===== src/rtl/deser_arb_pkg.sv =====
// Shared types for the round-robin deserializer arbiter: FSM state encoding and byte width.
package deser_arb_pkg;

  localparam int BYTE_W = 8;

  typedef enum logic [1:0] {
    IDLE     = 2'd0,
    XFER     = 2'd1,
    WAIT_RDY = 2'd2,
    ACK      = 2'd3
  } state_t;

endpackage


===== src/rtl/rr_pick.sv =====
// Combinational round-robin pick: first requester at or after ptr, wrapping past N-1 to 0.
module rr_pick #(
  parameter int N     = 4,
  parameter int PTR_W = $clog2(N)
) (
  input  logic [N-1:0]     req,
  input  logic [PTR_W-1:0] ptr,
  output logic [N-1:0]     pick,
  output logic [PTR_W-1:0] pick_idx,
  output logic             any
);

  localparam int SUM_W = PTR_W + 1;

  logic [2*N-1:0]   dbl_req;
  logic [2*N-1:0]   dbl_pick;
  logic [N-1:0]     rot;
  logic [N-1:0]     rot_pick;
  logic [PTR_W-1:0] off;
  logic [SUM_W-1:0] sum;

  // Rotate so bit 0 is the pointer position; the lowest set bit then wins.
  assign dbl_req = {req, req} >> ptr;
  assign rot     = dbl_req[N-1:0];

  always_comb begin
    rot_pick = '0;
    off      = '0;
    for (int k = N - 1; k >= 0; k--) begin
      if (rot[k]) begin
        rot_pick    = '0;
        rot_pick[k] = 1'b1;
        off         = PTR_W'(k);
      end
    end
  end

  assign dbl_pick = {{N{1'b0}}, rot_pick} << ptr;
  assign pick     = dbl_pick[N-1:0] | dbl_pick[2*N-1:N];

  assign sum      = {1'b0, ptr} + {1'b0, off};
  assign pick_idx = (sum >= SUM_W'(N)) ? PTR_W'(sum - SUM_W'(N)) : PTR_W'(sum);
  assign any      = |req;

endmodule


===== src/rtl/deser_rr_arbiter.sv =====
// Shares one serial deserializer among N_SRC serial sources, one byte per grant, round-robin,
// and holds each finished byte with its source id in a one-entry output register.
module deser_rr_arbiter
  import deser_arb_pkg::*;
#(
  parameter int N_SRC   = 4,
  parameter int SRC_W   = $clog2(N_SRC),
  parameter int TIMEOUT = 16
) (
  input  logic              clk,
  input  logic              reset,
  input  logic [N_SRC-1:0]  src_req,
  input  logic [N_SRC-1:0]  src_bit,
  input  logic [N_SRC-1:0]  src_bit_valid,
  output logic [N_SRC-1:0]  src_grant,
  output logic              deser_data_in,
  output logic              deser_write_in,
  output logic              deser_ack_in,
  input  logic [BYTE_W-1:0] deser_data_out,
  input  logic              deser_data_ready,
  output logic [BYTE_W-1:0] out_data,
  output logic [SRC_W-1:0]  out_src,
  output logic              out_valid,
  input  logic              out_ready,
  output logic              busy,
  output logic              err_stall,
  input  logic              err_clr
);

  localparam int TMO_W = $clog2(TIMEOUT);
  localparam int CNT_W = $clog2(BYTE_W);

  state_t             state;
  logic [N_SRC-1:0]   pick;
  logic [SRC_W-1:0]   pick_idx;
  logic               pick_any;
  logic [SRC_W-1:0]   grant_id;
  logic [SRC_W-1:0]   rr_ptr;
  logic [SRC_W-1:0]   next_ptr;
  logic [CNT_W-1:0]   bit_cnt;
  logic [TMO_W-1:0]   tmo_cnt;
  logic               lane_bit;
  logic               lane_valid;
  logic               in_xfer;
  logic               last_bit;
  logic               tmo_hit;
  logic               can_capture;
  logic               out_take;
  logic               stall_set;

  rr_pick #(
    .N     (N_SRC),
    .PTR_W (SRC_W)
  ) u_rr_pick (
    .req      (src_req),
    .ptr      (rr_ptr),
    .pick     (pick),
    .pick_idx (pick_idx),
    .any      (pick_any)
  );

  assign lane_bit   = src_bit[grant_id];
  assign lane_valid = src_bit_valid[grant_id];
  assign in_xfer    = (state == XFER);

  assign deser_data_in  = in_xfer & lane_bit;
  assign deser_write_in = in_xfer & lane_valid;
  assign deser_ack_in   = (state == ACK);
  assign busy           = (state != IDLE);

  assign next_ptr    = (grant_id == SRC_W'(N_SRC - 1)) ? '0 : grant_id + 1'b1;
  assign last_bit    = lane_valid && (bit_cnt == CNT_W'(BYTE_W - 1));
  assign tmo_hit     = !lane_valid && (tmo_cnt == TMO_W'(TIMEOUT - 1));
  assign stall_set   = in_xfer && tmo_hit && (bit_cnt != '0);

  // Output handshake: a word moves on any edge where out_valid & out_ready; out_valid
  // never drops without a transfer, and a new capture only happens once the slot is
  // empty or emptying on that same edge.
  assign out_take    = out_valid && out_ready;
  assign can_capture = (state == WAIT_RDY) && deser_data_ready && (!out_valid || out_ready);

  always_ff @(posedge clk or posedge reset) begin
    if (reset) begin
      state     <= IDLE;
      src_grant <= '0;
      grant_id  <= '0;
      rr_ptr    <= '0;
      bit_cnt   <= '0;
      tmo_cnt   <= '0;
    end else begin
      case (state)
        IDLE: begin
          if (pick_any) begin
            src_grant <= pick;
            grant_id  <= pick_idx;
            bit_cnt   <= '0;
            tmo_cnt   <= '0;
            state     <= XFER;
          end
        end
        XFER: begin
          if (lane_valid) begin
            tmo_cnt <= '0;
            bit_cnt <= bit_cnt + 1'b1;
            if (last_bit) begin
              src_grant <= '0;
              state     <= WAIT_RDY;
            end
          end else if (!tmo_hit) begin
            tmo_cnt <= tmo_cnt + 1'b1;
          end else if (bit_cnt == '0) begin
            // Nothing reached the deserializer yet, so the grant can be withdrawn cleanly.
            src_grant <= '0;
            rr_ptr    <= next_ptr;
            state     <= IDLE;
          end
        end
        WAIT_RDY: begin
          if (can_capture) state <= ACK;
        end
        ACK: begin
          rr_ptr <= next_ptr;
          state  <= IDLE;
        end
        default: state <= IDLE;
      endcase
    end
  end

  always_ff @(posedge clk or posedge reset) begin
    if (reset) begin
      err_stall <= 1'b0;
    end else if (stall_set) begin
      err_stall <= 1'b1;
    end else if (err_clr) begin
      err_stall <= 1'b0;
    end
  end

  always_ff @(posedge clk or posedge reset) begin
    if (reset) begin
      out_data  <= '0;
      out_src   <= '0;
      out_valid <= 1'b0;
    end else if (can_capture) begin
      out_data  <= deser_data_out;
      out_src   <= grant_id;
      out_valid <= 1'b1;
    end else if (out_take) begin
      out_valid <= 1'b0;
    end
  end

endmodule


===== config.mk =====
export PLATFORM = sky130hd
export DESIGN_NAME = deser_rr_arbiter
export DESIGN_NICKNAME = d
export VERILOG_FILES = /design/src/rtl/deser_arb_pkg.sv /design/src/rtl/rr_pick.sv /design/src/rtl/deser_rr_arbiter.sv
export SDC_FILE = /design/constraint.sdc
export NUM_CORES = 1
export LEC_CHECK = 0
export CAP_MARGIN = 5
export CORE_MARGIN = 4
export CORE_UTILIZATION = 45
export CTS_CLUSTER_SIZE = 12
export DETAILED_ROUTE_END_ITERATION = 8
export DONT_BUFFER_PORTS = 1
export GPL_ROUTABILITY_DRIVEN = 0
export HOLD_SLACK_MARGIN = 0.08
export PLACE_DENSITY = 0.6
export SLEW_MARGIN = 30
export SYNTH_ARGS = -nofsm -noshare
export SYNTH_HDL_FRONTEND = slang
export SYNTH_HIERARCHICAL = 1
export SYNTH_SLANG_ARGS = --single-unit

===== constraint.sdc =====
create_clock -name clk -period 2.85 [get_ports clk]
set_clock_uncertainty 0.1 [all_clocks]
set_input_delay 0.4275 -clock clk [delete_from_list [all_inputs] [get_ports clk]]
set_output_delay 0.4275 -clock clk [all_outputs]
set_load 0.03 [all_outputs]

Word-level counts from Yosys, hierarchy flattened --
Cells that the tools add are included.
Storage, ports and cells: bits in registers 29, input bits 25, output and inout port bits 20, word-level logic and storage cells 105
Cells by class: add/subtract/negate cells 5, magnitude comparators 2, eq/ne operators 16, shift operators 2, mux-type cells 42, bitwise operators 3, reductions and logical operators 25
Operators with widths (count):
- $mux 4 | 12
- $mux 2 | 15
- $pmux 4 s2 | 2
- $reduce_and 5->1 | 2
- $reduce_bool 2->1 | 5
- $ne 3x2->1 const B | 3
- $ne 2x2->1 const B | 4
- $pmux 2 s4 | 1
- $shl 4x2->8 | 1
- $shr 8x2->4 | 1
- $logic_and 1x1->1 | 7
- $eq 2x2->1 const B | 3
- $mux 1 | 6
- $mux 3 | 2
- $pmux 3 s2 | 1
- $reduce_and 3->1 | 2
- $add 4x1->4 const B | 1
- $bmux 1 s2 | 2
- $eq 4x4->1 const B | 1
- $ne 2x1->1 const B | 2
- $or 4x4->4 | 1
- $pmux 2 s2 | 1
- $reduce_and 4->1 | 1
- $reduce_or 4->1 | 1
- other kinds (16) | 18

Longest topological paths before layout --
Gate-level depths: netlist of run 1.
depth after elaboration 9, gate-level depth with buffers 9, depth with buffers taken out 8

Cells and area by module --
The synthesis of run 1 kept the hierarchy.
By module, submodules not included:
- deser_rr_arbiter | instances 1, cells an instance 123, area an instance 1403.8 µm², sequential area each 725.7 µm²
- rr_pick | instances 1, cells an instance 45, area an instance 315.3 µm², sequential area each 0.0 µm²

Worst setup path after synthesis of run 1 --
OpenSTA, ideal clock, no wires.
path type in2reg, from in src_req[0], to reg grant_id[1], setup time 0.125 ns, data arrival time 1.860 ns, required time 2.625 ns, path slack 0.766 ns, stages 9, path buffers 1, path through buf_2 -> nor2_1 -> a221o_1 -> o21ai_1 -> o221ai_1 -> ha_1 -> xor2_1 -> xnor2_1 -> mux2_2
Between the ends: word-level cells in the longest chain between the ends 8, elaborated cells between the ends (all ways) 11, those cells by class add/sub (2); order compare (1); shift (1); mux (5); reduce/logical (2)
RTL lines:
- start, declared | RTL line deser_rr_arbiter.sv:12 | input logic [N_SRC-1:0] src_req,
- $shr 8x2->4 * | RTL line rr_pick.sv:23 | assign dbl_req = {req, req} >> ptr;
- $mux 2 (3 in a row) | RTL line rr_pick.sv:30 | if (rot[k]) begin
- $mux 2 * | RTL line rr_pick.sv:30
- $add 2x2->3 * | RTL line rr_pick.sv:41 | assign sum = {1'b0, ptr} + {1'b0, off};
- $ge 3x3->1 / $sub 2x1->2 (equally long branches) | RTL line rr_pick.sv:42 | assign pick_idx = (sum >= SUM_W'(N)) ? PTR_W'(sum - SUM_W'(N)) : PTR_W'(sum);
- $mux 2 * | RTL line rr_pick.sv:42
- via pick_idx[1] | RTL line deser_rr_arbiter.sv:35 | logic [SRC_W-1:0] pick_idx;
- end signal, assigned | RTL line deser_rr_arbiter.sv:95 | grant_id <= pick_idx;
- end, declared | RTL line deser_rr_arbiter.sv:37 | logic [SRC_W-1:0] grant_id;
Mark *: on every way through the listed nets, which the timed path passes. The rest lies on a longest branch. A chain may end at the register's enable or synchronous reset.

Worst setup path after layout of run 1 --
from reg rr_ptr[0], to reg grant_id[1]
Between the ends: word-level cells in the longest chain between the ends 8, elaborated cells between the ends (all ways) 9, those cells by class add/sub (2); order compare (1); shift (1); mux (5)
RTL lines:
- start, declared | RTL line deser_rr_arbiter.sv:38 | logic [SRC_W-1:0] rr_ptr;
- start signal, assigned | RTL line deser_rr_arbiter.sv:114 | rr_ptr <= next_ptr;
- start signal, assigned | RTL line deser_rr_arbiter.sv:122 | rr_ptr <= next_ptr;
- $shr 8x2->4 | RTL line rr_pick.sv:23
- $mux 2 (4 in a row) | RTL line rr_pick.sv:30
- $add 2x2->3 * | RTL line rr_pick.sv:41
- $ge 3x3->1 / $sub 2x1->2 (equally long branches) | RTL line rr_pick.sv:42
- $mux 2 * | RTL line rr_pick.sv:42
- via pick_idx[1] | RTL line deser_rr_arbiter.sv:35
Marked as above.

==> results.md, run 1 <==
- Initial antenna violation count: 0
- Peak VDD IR: slightly above 0.0006 V
- CP endpoint kind: flop
- Slowest CP cell: dfrtp_1
- Most common cell in the synthesized netlist: dfrtp_1
- CP Cell Sequence: nor2_1 > a221o_1 > o21ai_1 > o221ai_1 > ha_1 > xor2_1 > xnor2_1 > mux2_2
- # port buffers: 0
- Area Overhead vs Synth: 9.680%
- Number of global-route vias before repair: 1266
- Final hold viol count: 0
- Sequential share of the synthesized area: 42.21%
- Yosys reg bits: 29
- Worst skew pair latency: about 270 ps
- Cell family with most CP delay: flip-flops
- Netlist cell types: 45
- Fin crit period: about 2300 ps
- DR DRC count: 0
- Iteration-0 DRC count of the detailed router: 72
- Ant. Diodes: 0
- GRT Total Usage: 15.71%
- Final period util: roughly 80%
- Core footprint: ~3700 um2
- Post-route cell area: about 1900 um2
- Number of flops mapped to enable cells by yosys: 0
- Synth Cell Area: about 1700 um2
- Layout Nets: ~200
- Status: complete, no violations
- Gates resized, CTS repair: 0
- Synth cell count leaders: dfrtp_1 (29), mux2_2 (14), nand2_1 (13)
- Synth warn: 6
- Crit path launch type: flop
- Chip Width: 69.81 um
- Share of cells above drive strength 1: a little under a fifth
- First-pass DRT Iterations: 4
- Pleak: roughly 0.83 nW
- Die footprint: between 4000 and 5000 um2
- Clock buffer depth: 2
- Ys flop type: dfrtp_1
- Non-Filler Instances: between 200 and 250
- Fin. max-slew vios: 0
- Dpl cell area: about 1800 um2
- Via count: roughly 1300
- Clock transition at the registers of the reported paths: roughly 70 ps
- Mean Syn Cell Area: 10.23 um2
- Total grt overflow: 0
- Crit path max fanout: 16
- CTS tree: yes
- Final setup fails: 0
- WP buf/inv: 0
- HP Class: primary input to flop
- DRT antenna net count: 0
- Sequential cell area: ~730 um2
- Die Y-Extent: ~70 um
- Starting Density: 46.61%
- Post-route setup TNS: 0 ps
- Root Driver: clkbuf_8
- CTS Buf Count: 5
- # IOs: 45
- Max_cap viols: 0
- F_max: between 0.4 and 0.5 GHz
- Cell count after placement: about 210
- Fillers: 351
- Data required, critical path: about 2900 ps
- RSZ-0062 raised after global routing: no
- Yosys top cell area share: 42.21%
- Final Util: about half
- Worst Tran Pin Value: around 480 ps
- H-tree levels: 2
- Leading area contributor after synthesis: dfrtp_1
- First-pass GRT wire length: a little over 6000 um
- WS Path Type: flop to flop
- Drt via density: around 5.7
- Total clock sinks: 29
- Post-Syn Nets: 199
- Pwr Density: ~1000 nW/um2
- FFs w/ async S/R, synth: 100.0%
- Largest net degree at the start of global routing: 30
- Post-CTS Setup Bufs: 0
- Final WL: 3525 um
- Core Rows: 22
- Worst slew margin: approximately two thirds
- Detailed Place HPWL: approximately 2600 um
- Worst Path Arrival: approximately 2300 ps
- Slowest stage delay, CP: 610 ps
- Multi-input gate area: 913.4 um2
- Syn Inst Count: about 170
- Average wire per standard cell: around 16 um
- Top cells by area, synth: dfrtp_1 (42%), mux2_2 (9.2%), ha_1 (4.4%)
-- worst reg2reg max path, stage by stage (launching register included) --
cell	delay, ps
dfrtp_1	610
nor2_1	110
a221o_1	350
o21ai_1	80
o221ai_1	130
ha_1	220
xor2_1	150
xnor2_1	140
mux2_2	260
-- registers in the layout, indices dropped and copies added, names as in the netlist, named ones only --
name,flops
out_valid,1
tmo_cnt,4
err_stall,1
out_src,2
rr_ptr,2
bit_cnt,3
src_grant,4
out_data,8
state,1
grant_id,2
-- logic make-up (layout without fill, tap and decap cells) --
logic type | count (synthesis) | after routing | share of synthesized area (%)
multiplexers | 17 | 17 | 12.59
AND/OR/NAND/NOR | 56 | 56 | 17.47
adder cells (fa/ha/maj) | 6 | 6 | 4.367
flip-flops | 29 | 29 | 42.21
XOR/XNOR | 2 | 2 | 1.019
AO/OA/AOI/OAI | 41 | 41 | 17.69
buffers and inverters | 17 | 21 | 4.658
-- power breakdown --
group / internal (mW) / leakage, nW / total [mW] / switching, mW
Combinational: 0.316 / 0.389 / 0.660 / 0.344
Clock: 0.284 / 0.0574 / 0.444 / 0.160
Sequential: 0.549 / 0.380 / 0.855 / 0.306
-- metrics by stage --
stage	total power [mW]	setup slack [ps]	hold WS, ps
floorplan	1.398	765.6	369.2
global placement	1.501	692.0	312.9
detailed placement	1.530	605.8	317.5
CTS	1.980	595.8	132.6
global route	2.125	422.9	120.8
finish	1.959	591.6	140.7
-- cells in the final DEF, fill, tap and decap left out, types with 2 or more instances in the layout --
cell type and count:
o21ai_0 10, or3_1 2, ha_1 6, a21oi_1 8
nor3b_1 2, nand3_1 3, nand2_1 13, clkbuf_8 6
nor2b_1 9, mux2_2 14, and2_1 5, inv_1 9
dfrtp_1 29, buf_4 3, o22ai_1 4, o2bb2ai_1 5
nor3_1 2, nor2_1 9, nand2b_1 6
-- layout make-up --
cell class | count | area share [%]
multi-input cells | 122 | 48.44
flip-flops and latches | 29 | 38.49
clock buffers | 6 | 4.380
well taps | 48 | 3.185
clock inverters | 2 | 1.991
inverters | 9 | 1.792
repair buffers | 4 | 1.725
-- worst paths after layout --
kind / from / end / slack, ps / depth (start not counted)
worst min register to register: bit_cnt[2] / bit_cnt[2] / 400 / 2
max in group asynchronous: reset / src_grant[1] / 1820 / 3
worst max-delay path: rr_ptr[0] / grant_id[1] / 590 / 8
worst max register to register: rr_ptr[0] / grant_id[1] / 590 / 8
worst min-delay path: out_ready / out_valid / 140 / 1
min in group asynchronous: reset / bit_cnt[1] / 560 / 3
-- routing by layer --
| metal | global-route usage [%] | vias to the layer above | wire length, um |
|---|---|---|---|
| met2 | 24.24 | 38 | 1700 |
| met4 | 5.106 | 0 | 19 |
| met3 | 5.942 | 2 | 277 |
| met1 | 20.27 | 610 | 1528 |
| met5 | 0 | - | 0 |
| li1 | - | 606 | - |
-- timing repair --
item / 4_1_cts / 5_1_grt
hold endpoints to repair: 29 / 0
endpoints found under the setup margin: 0 / 0
hold buffers: 1 / 0
Power figures use the tool's default switching activity.
==> inputs of run 2 (changes only) <==
Settings changed: ABC_AREA set to 1.
Clock period 2.85 ns to 2.32 ns, I/O delays scaled along.
==> run 2 against run 1 <==
Net effect: design area up 11%; critical endpoint unchanged; non-clock buffer count grew 3; sequential share of layout area down 3.9 points; first-iteration DRC count down 18%; synthesized area up 11%; core utilization up 0.65 points; critical path depth rose by 2; register-to-register slack got worse by 280 ps.
==> results.md, run 2 <==
- Status: complete, no violations
- Final period util: approximately 87%
- Worst Path Arrival: around 2100 ps
- Final hold viol count: 0
- Hold Slack: 113.2 ps
- Most common cell after layout, fill and taps aside: nand2_1
- # IOs: 45
- Core footprint: between 4000 and 5000 um2
- Fillers: roughly 380
- Yosys reg bits: 29
- Clock buffer depth: 2
- Clock transition at the registers of the reported paths: about 60 ps
- Ant. Diodes: 0
- Largest register FFs: 8
- Starting Density: 47.15%
- Top cells by area, synth: dfrtp_1 (38%), nand2_1 (14%), nand3_1 (5.5%)
- # port buffers: 0
- Die Y-Extent: between 70 and 80 um
- First-pass GRT wire length: between 6000 and 7000 um
- Slowest stage delay, CP: a little under 500 ps
- FFs w/ async S/R, synth: 100.0%
- Share of cells above drive strength 1: 22.49%
- Chip Width: around 73 um
- Largest regs: out_data (8), src_grant (4), tmo_cnt (4)
- Pleak: 1.091 nW
- CP Cell Sequence: inv_2 > nand3_2 > nand2_2 > inv_1 > o21ai_0 > ha_1 > xor2_1 > xor2_1 > nor2_1 > a21oi_1
- Final WL: roughly 4000 um
- Total grt overflow: 0
- Fin. max-slew vios: 0
- Most used cell, CP: xor2_1
- F_max: a little under 0.5 GHz
- Synth Cell Area: about 1900 um2
- Post-Syn Nets: 270
- Netlist cell types: 27
- Fin crit period: 2010 ps
- Crit path launch type: flop
- Syn Inst Count: 239
- Core Rows: 23
- Commonest non-fill, non-tap cells in the layout: nand2_1 (69), dfrtp_1 (29), inv_1 (21), nand3_1 (21), nor2_1 (18)
- H-tree levels: 2
- DRT antenna net count: 0
- Root Driver: clkbuf_8
- HP Class: primary input to flop
- Final Util: between 50% and 60%
- GRT Total Usage: between 15 and 20%
- Iteration-0 DRC count of the detailed router: roughly 60
- Detailed Place HPWL: 3148 um
- Average wire per standard cell: about 13 um
- Number of global-route vias before repair: 1457
- Sequential share of the synthesized area: between 30 and 40%
- Layout Nets: 279
- Slowest CP cell: dfrtp_1
- Post-route setup TNS: 0 ps
- Number of flops mapped to enable cells by yosys: 0
- CTS Buf Count: 5
- Worst skew pair latency: between 200 and 300 ps
- Mean Syn Cell Area: between 8 and 9 um2
- First-pass DRT Iterations: 4
- Drt via density: roughly 5
- CP endpoint kind: flop
- RSZ-0062 raised after global routing: no
- Worst Tran Pin Value: approximately 370 ps
- Data required, critical path: 2430 ps
- Final setup fails: 0
- Area Overhead vs Synth: 9.810%
- Die footprint: approximately 5400 um2
- Reg with most FFs: out_data
- Total clock sinks: 29
- Via count: roughly 1500
- Synth cell count leaders: nand2_1 (69), dfrtp_1 (29), inv_1 (21), nand3_1 (21), nor2_1 (18)
- Peak VDD IR: around 0.0005 V
- Post-CTS Setup Bufs: 0
- CTS tree: yes
- DR DRC count: 0
- Ys flop type: dfrtp_1
- Yosys top cell area share: approximately 38%
- Leading area contributor after synthesis: dfrtp_1
- Worst slew margin: ~75%
- Max_cap viols: 0
- WS Path Type: flop to flop
- Synth warn: 6
- Initial antenna violation count: 0
- Most common cell in the synthesized netlist: nand2_1
- Crit path max fanout: 11
- Pwr Density: around 1200 nW/um2
- Largest net degree at the start of global routing: 30
==> run 2: layout make-up <==
class / count / area, um2 / share of cell area (%)
Clock inverter: 1 / 30.03 / 1.429
Timing Repair Buffer: 7 / 57.56 / 2.740
Inverter: 27 / 101.3 / 4.824
Sequential cell: 29 / 725.7 / 34.54
Multi-Input combinational cell: 178 / 1037 / 49.37
Clock buffer: 7 / 86.33 / 4.110
Tap cell: 50 / 62.56 / 2.978
==> run 2: stage by stage <==
stage               setup WS [ps]  instance area (um2)  total power, mW  instances
floorplan                   499.7                 1913            1.859        239
global placement            367.0                 1964            2.082        289
detailed placement          324.4                 1964            2.091        289
CTS                         309.6                 2101            2.640        299
global route                88.89                 2101            2.834        299
finish                      309.7                 2101            2.613        299
==> run 2: layer usage <==
| metal | GRT usage (%) | part of all wire, % | vias up |
|---|---|---|---|
| met2 | 24.63 | 47 | 29 |
| met1 | 21.05 | 46 | 692 |
| met5 | 0 | 0 | - |
| li1 | - | - | 788 |
| met3 | 5.096 | 5.7 | 9 |
| met4 | 7.172 | 1.8 | 0 |
==> run 2: cell families after synthesis <==
group                    Yosys count  synth area share [%]
AO/OA/AOI/OAI                     17                 4.709
XOR/XNOR                           3                 1.374
adder cells (fa/ha/maj)            6                 3.924
buffers and inverters             32                 7.848
flip-flops                        29                 37.93
multiplexers                       8                 4.709
AND/OR/NAND/NOR                  144                 39.50
==> run 2: power breakdown <==
| part | switching, mW | internal, mW | leakage, nW |
|---|---|---|---|
| logic | 0.811 | 0.402 | 0.658 |
| clock network | 0.189 | 0.350 | 0.0585 |
| registers | 0.230 | 0.632 | 0.374 |
==> run 2: repair_timing <==
| action | 4_1_cts | 5_1_grt |
|---|---|---|
| hold endpoints to repair | 30 | 0 |
| hold buffers | 2 | 0 |
| resized for setup | 0 | 0 |
==> run 2: critical path, delay by kind of cell (launching register included) <==
| kind | cells | cell delay [ps] |
|---|---|---|
| xor+xnor | 2 | 320 |
| simple gates | 3 | 290 |
| flops | 1 | 490 |
| compound gates | 2 | 260 |
| buf+inv | 2 | 290 |
| fa+ha+maj | 1 | 180 |
==> run 2: final timing paths <==
path	start	endpoint	slack [ps]	depth (start not counted)
worst max-delay path	rr_ptr[1]	grant_id[1]	310	10
worst min-delay path	deser_data_out[6]	out_data[6]	110	1
worst max register to register	rr_ptr[1]	grant_id[1]	310	10
worst min register to register	bit_cnt[1]	bit_cnt[1]	410	2
max in group asynchronous	reset	out_data[2]	1370	3
min in group asynchronous	reset	out_data[5]	480	3
==> inputs of run 3 (changes only) <==
Settings changed: CORE_MARGIN 4 to 5, RECOVER_POWER set to 50.
==> run 3 against run 2 <==
Net effect: first-iteration DRC count grew 78%; critical path type unchanged; global-route usage rose by 0.16 points; fmax down 1.3%; register-to-register slack got worse by 30 ps; setup slack worse by 27 ps; critical endpoint unchanged.
==> results.md, run 3 (synthesis results as in run 2) <==
- Share of cells above drive strength 1: between 20% and 30%
- Slowest stage delay, CP: 490 ps
- Crit path launch type: flop
- Hold endpoint: out_data[3]
- Worst Tran Pin Value: around 700 ps
- Largest net degree at the start of global routing: 30
- Slowest CP cell: dfrtp_1
- RSZ-0062 raised after global routing: no
- Status: complete, no violations
- # port buffers: 0
- Largest regs: out_data (8), src_grant (4), tmo_cnt (4)
- Starting Density: 47.15%
- Pre-CTS WS: approximately 280 ps
- Total clock sinks: 29
- Final hold viol count: 0
- Die Y-Extent: approximately 75 um
- Detailed Place HPWL: around 3200 um
- R2R Setup Slk: ~280 ps
- Gates resized, CTS repair: 0
- Root Driver: clkbuf_8
- Iteration-0 DRC count of the detailed router: 105
- DR DRC count: 0
- Worst slew margin: 52.28%
- Total grt overflow: 0
- CTS Buf Count: 5
- Number of global-route vias before repair: around 1500
- Core Rows: 23
- Most common cell after layout, fill and taps aside: nand2_1
- Post-route setup TNS: 0 ps
- Crit path max fanout: 11
- R2R Path Start: rr_ptr[1]
- # IOs: 45
- H-tree levels: 2
- Fin. max-slew vios: 0
- DRT antenna net count: 0
- Most used cell, CP: xor2_1
- CTS tree: yes
- Final setup fails: 0
- Final worst slack: ~280 ps
- Final period util: just under 90%
- Post-route cell area: 2098 um2
- Die footprint: ~5700 um2
- Pwr Density: between 1000 and 1500 nW/um2
- FF-to-FF End: grant_id[1]
- F_max: between 0.4 and 0.5 GHz
- Area Overhead vs Synth: 9.679%
- Core footprint: just over 4000 um2
- Fin crit period: slightly above 2000 ps
- Reg with most FFs: out_data
- Clock transition at the registers of the reported paths: ~60 ps
- Dpl cell area: just under 2000 um2
- Worst skew pair latency: between 200 and 300 ps
- Worst Path Arrival: 2150 ps
- Post-CTS Setup Bufs: 0
- Peak VDD IR: 0.0005331 V
- Initial antenna violation count: 0
- Chip Width: about 75 um
- WS Path Type: flop to flop
- CP Cell Sequence: inv_2 > nand3_2 > nand2_2 > inv_1 > o21ai_0 > ha_1 > xor2_1 > xor2_1 > nor2_1 > a21oi_1
- Via count: 1530
- Reg2Reg Depth: 10
- Drt via density: ~5
- Max_cap viols: 0
- Final WL: between 4000 and 5000 um
- Ant. Diodes: 0
- HP Class: primary input to flop
- Largest register FFs: 8
- CP endpoint kind: flop
- Worst Hold Launch: deser_data_out[3]
- Pleak: 1.090 nW
- Layout Nets: 279
- GRT Total Usage: 16.38%
- WHS Path Cells: 1
- First-pass GRT wire length: 6913 um
- Commonest non-fill, non-tap cells in the layout: nand2_1 (69), dfrtp_1 (29), inv_1 (21), nand3_1 (21), nor2_1 (18)
- First-pass DRT Iterations: 4
- Average wire per standard cell: 13.75 um
- Fillers: approximately 400
- Clock buffer depth: 2
- Data required, critical path: between 2000 and 2500 ps
==> run 3: cell count changes in the layout (fill, tap and decap cells not counted) <==
cell	change
buf_4	-1
clkbuf_2	+1
==> run 3: layout make-up <==
type	count	area [um2]	area share, %
clock buffer	7	86.33	4.114
multi-input combinational	178	1037	49.43
clock inverter	1	30.03	1.431
inverter	27	101.3	4.830
sequential	29	725.7	34.59
tap	50	62.56	2.982
timing repair buffer	7	55.05	2.624
==> run 3: power by group <==
| part | switching, mW | internal [mW] |
|---|---|---|
| clock | 0.187 | 0.349 |
| combinational | 0.807 | 0.401 |
| sequential | 0.231 | 0.632 |
| total | 1.23 | 1.38 |
==> run 3: what timing repair did <==
action | in CTS | in global routing
endpoints found under the setup margin | 0 | 0
hold buffers | 2 | 0
endpoints found under the hold margin | 30 | 0
==> run 3: how the worst max path moves through the flow <==
| stage | start | end | slack (ps) |
|---|---|---|---|
| 2_1_floorplan | rr_ptr[0] | grant_id[1] | 500 |
| 3_3_place_gp | rr_ptr[1] | grant_id[1] | 360 |
| 3_5_place_dp | rr_ptr[1] | grant_id[1] | 280 |
| 4_1_cts | rr_ptr[1] | grant_id[1] | 270 |
| 5_1_grt | rr_ptr[1] | grant_id[1] | 40 |
| 6_report | rr_ptr[1] | grant_id[1] | 280 |
==> run 3: per-layer routing <==
| layer | part of all wire [%] | up-vias | wire length [um] | track usage (%) |
|---|---|---|---|---|
| met5 | 0 | - | 0 | 0 |
| met4 | 2.2 | 0 | 92 | 7.573 |
| met3 | 5.7 | 9 | 235 | 5.340 |
| met2 | 47 | 32 | 1934 | 23.98 |
| met1 | 45 | 698 | 1848 | 21.92 |
| li1 | - | 791 | - | - |
==> run 3: critical path: cells and delay by family (launching register included) <==
family	cells	cell delay, ps
flip-flops	1	490
XOR/XNOR	2	340
buffers and inverters	2	290
AND/OR/NAND/NOR	3	280
AO/OA/AOI/OAI	2	280
adder cells (fa/ha/maj)	1	180
==> run 3: stage by stage <==
stage	hold WS [ps]	power [mW]	util (%)	instances
final	111.2	2.607	51.71	299
after global routing	103.4	2.864	51.71	299
after CTS	103.8	2.643	51.77	299
after detailed placement	239.6	2.092	48.41	289
after global placement	238.6	2.086	48.41	289
after floorplan	326.1	1.859	-	239
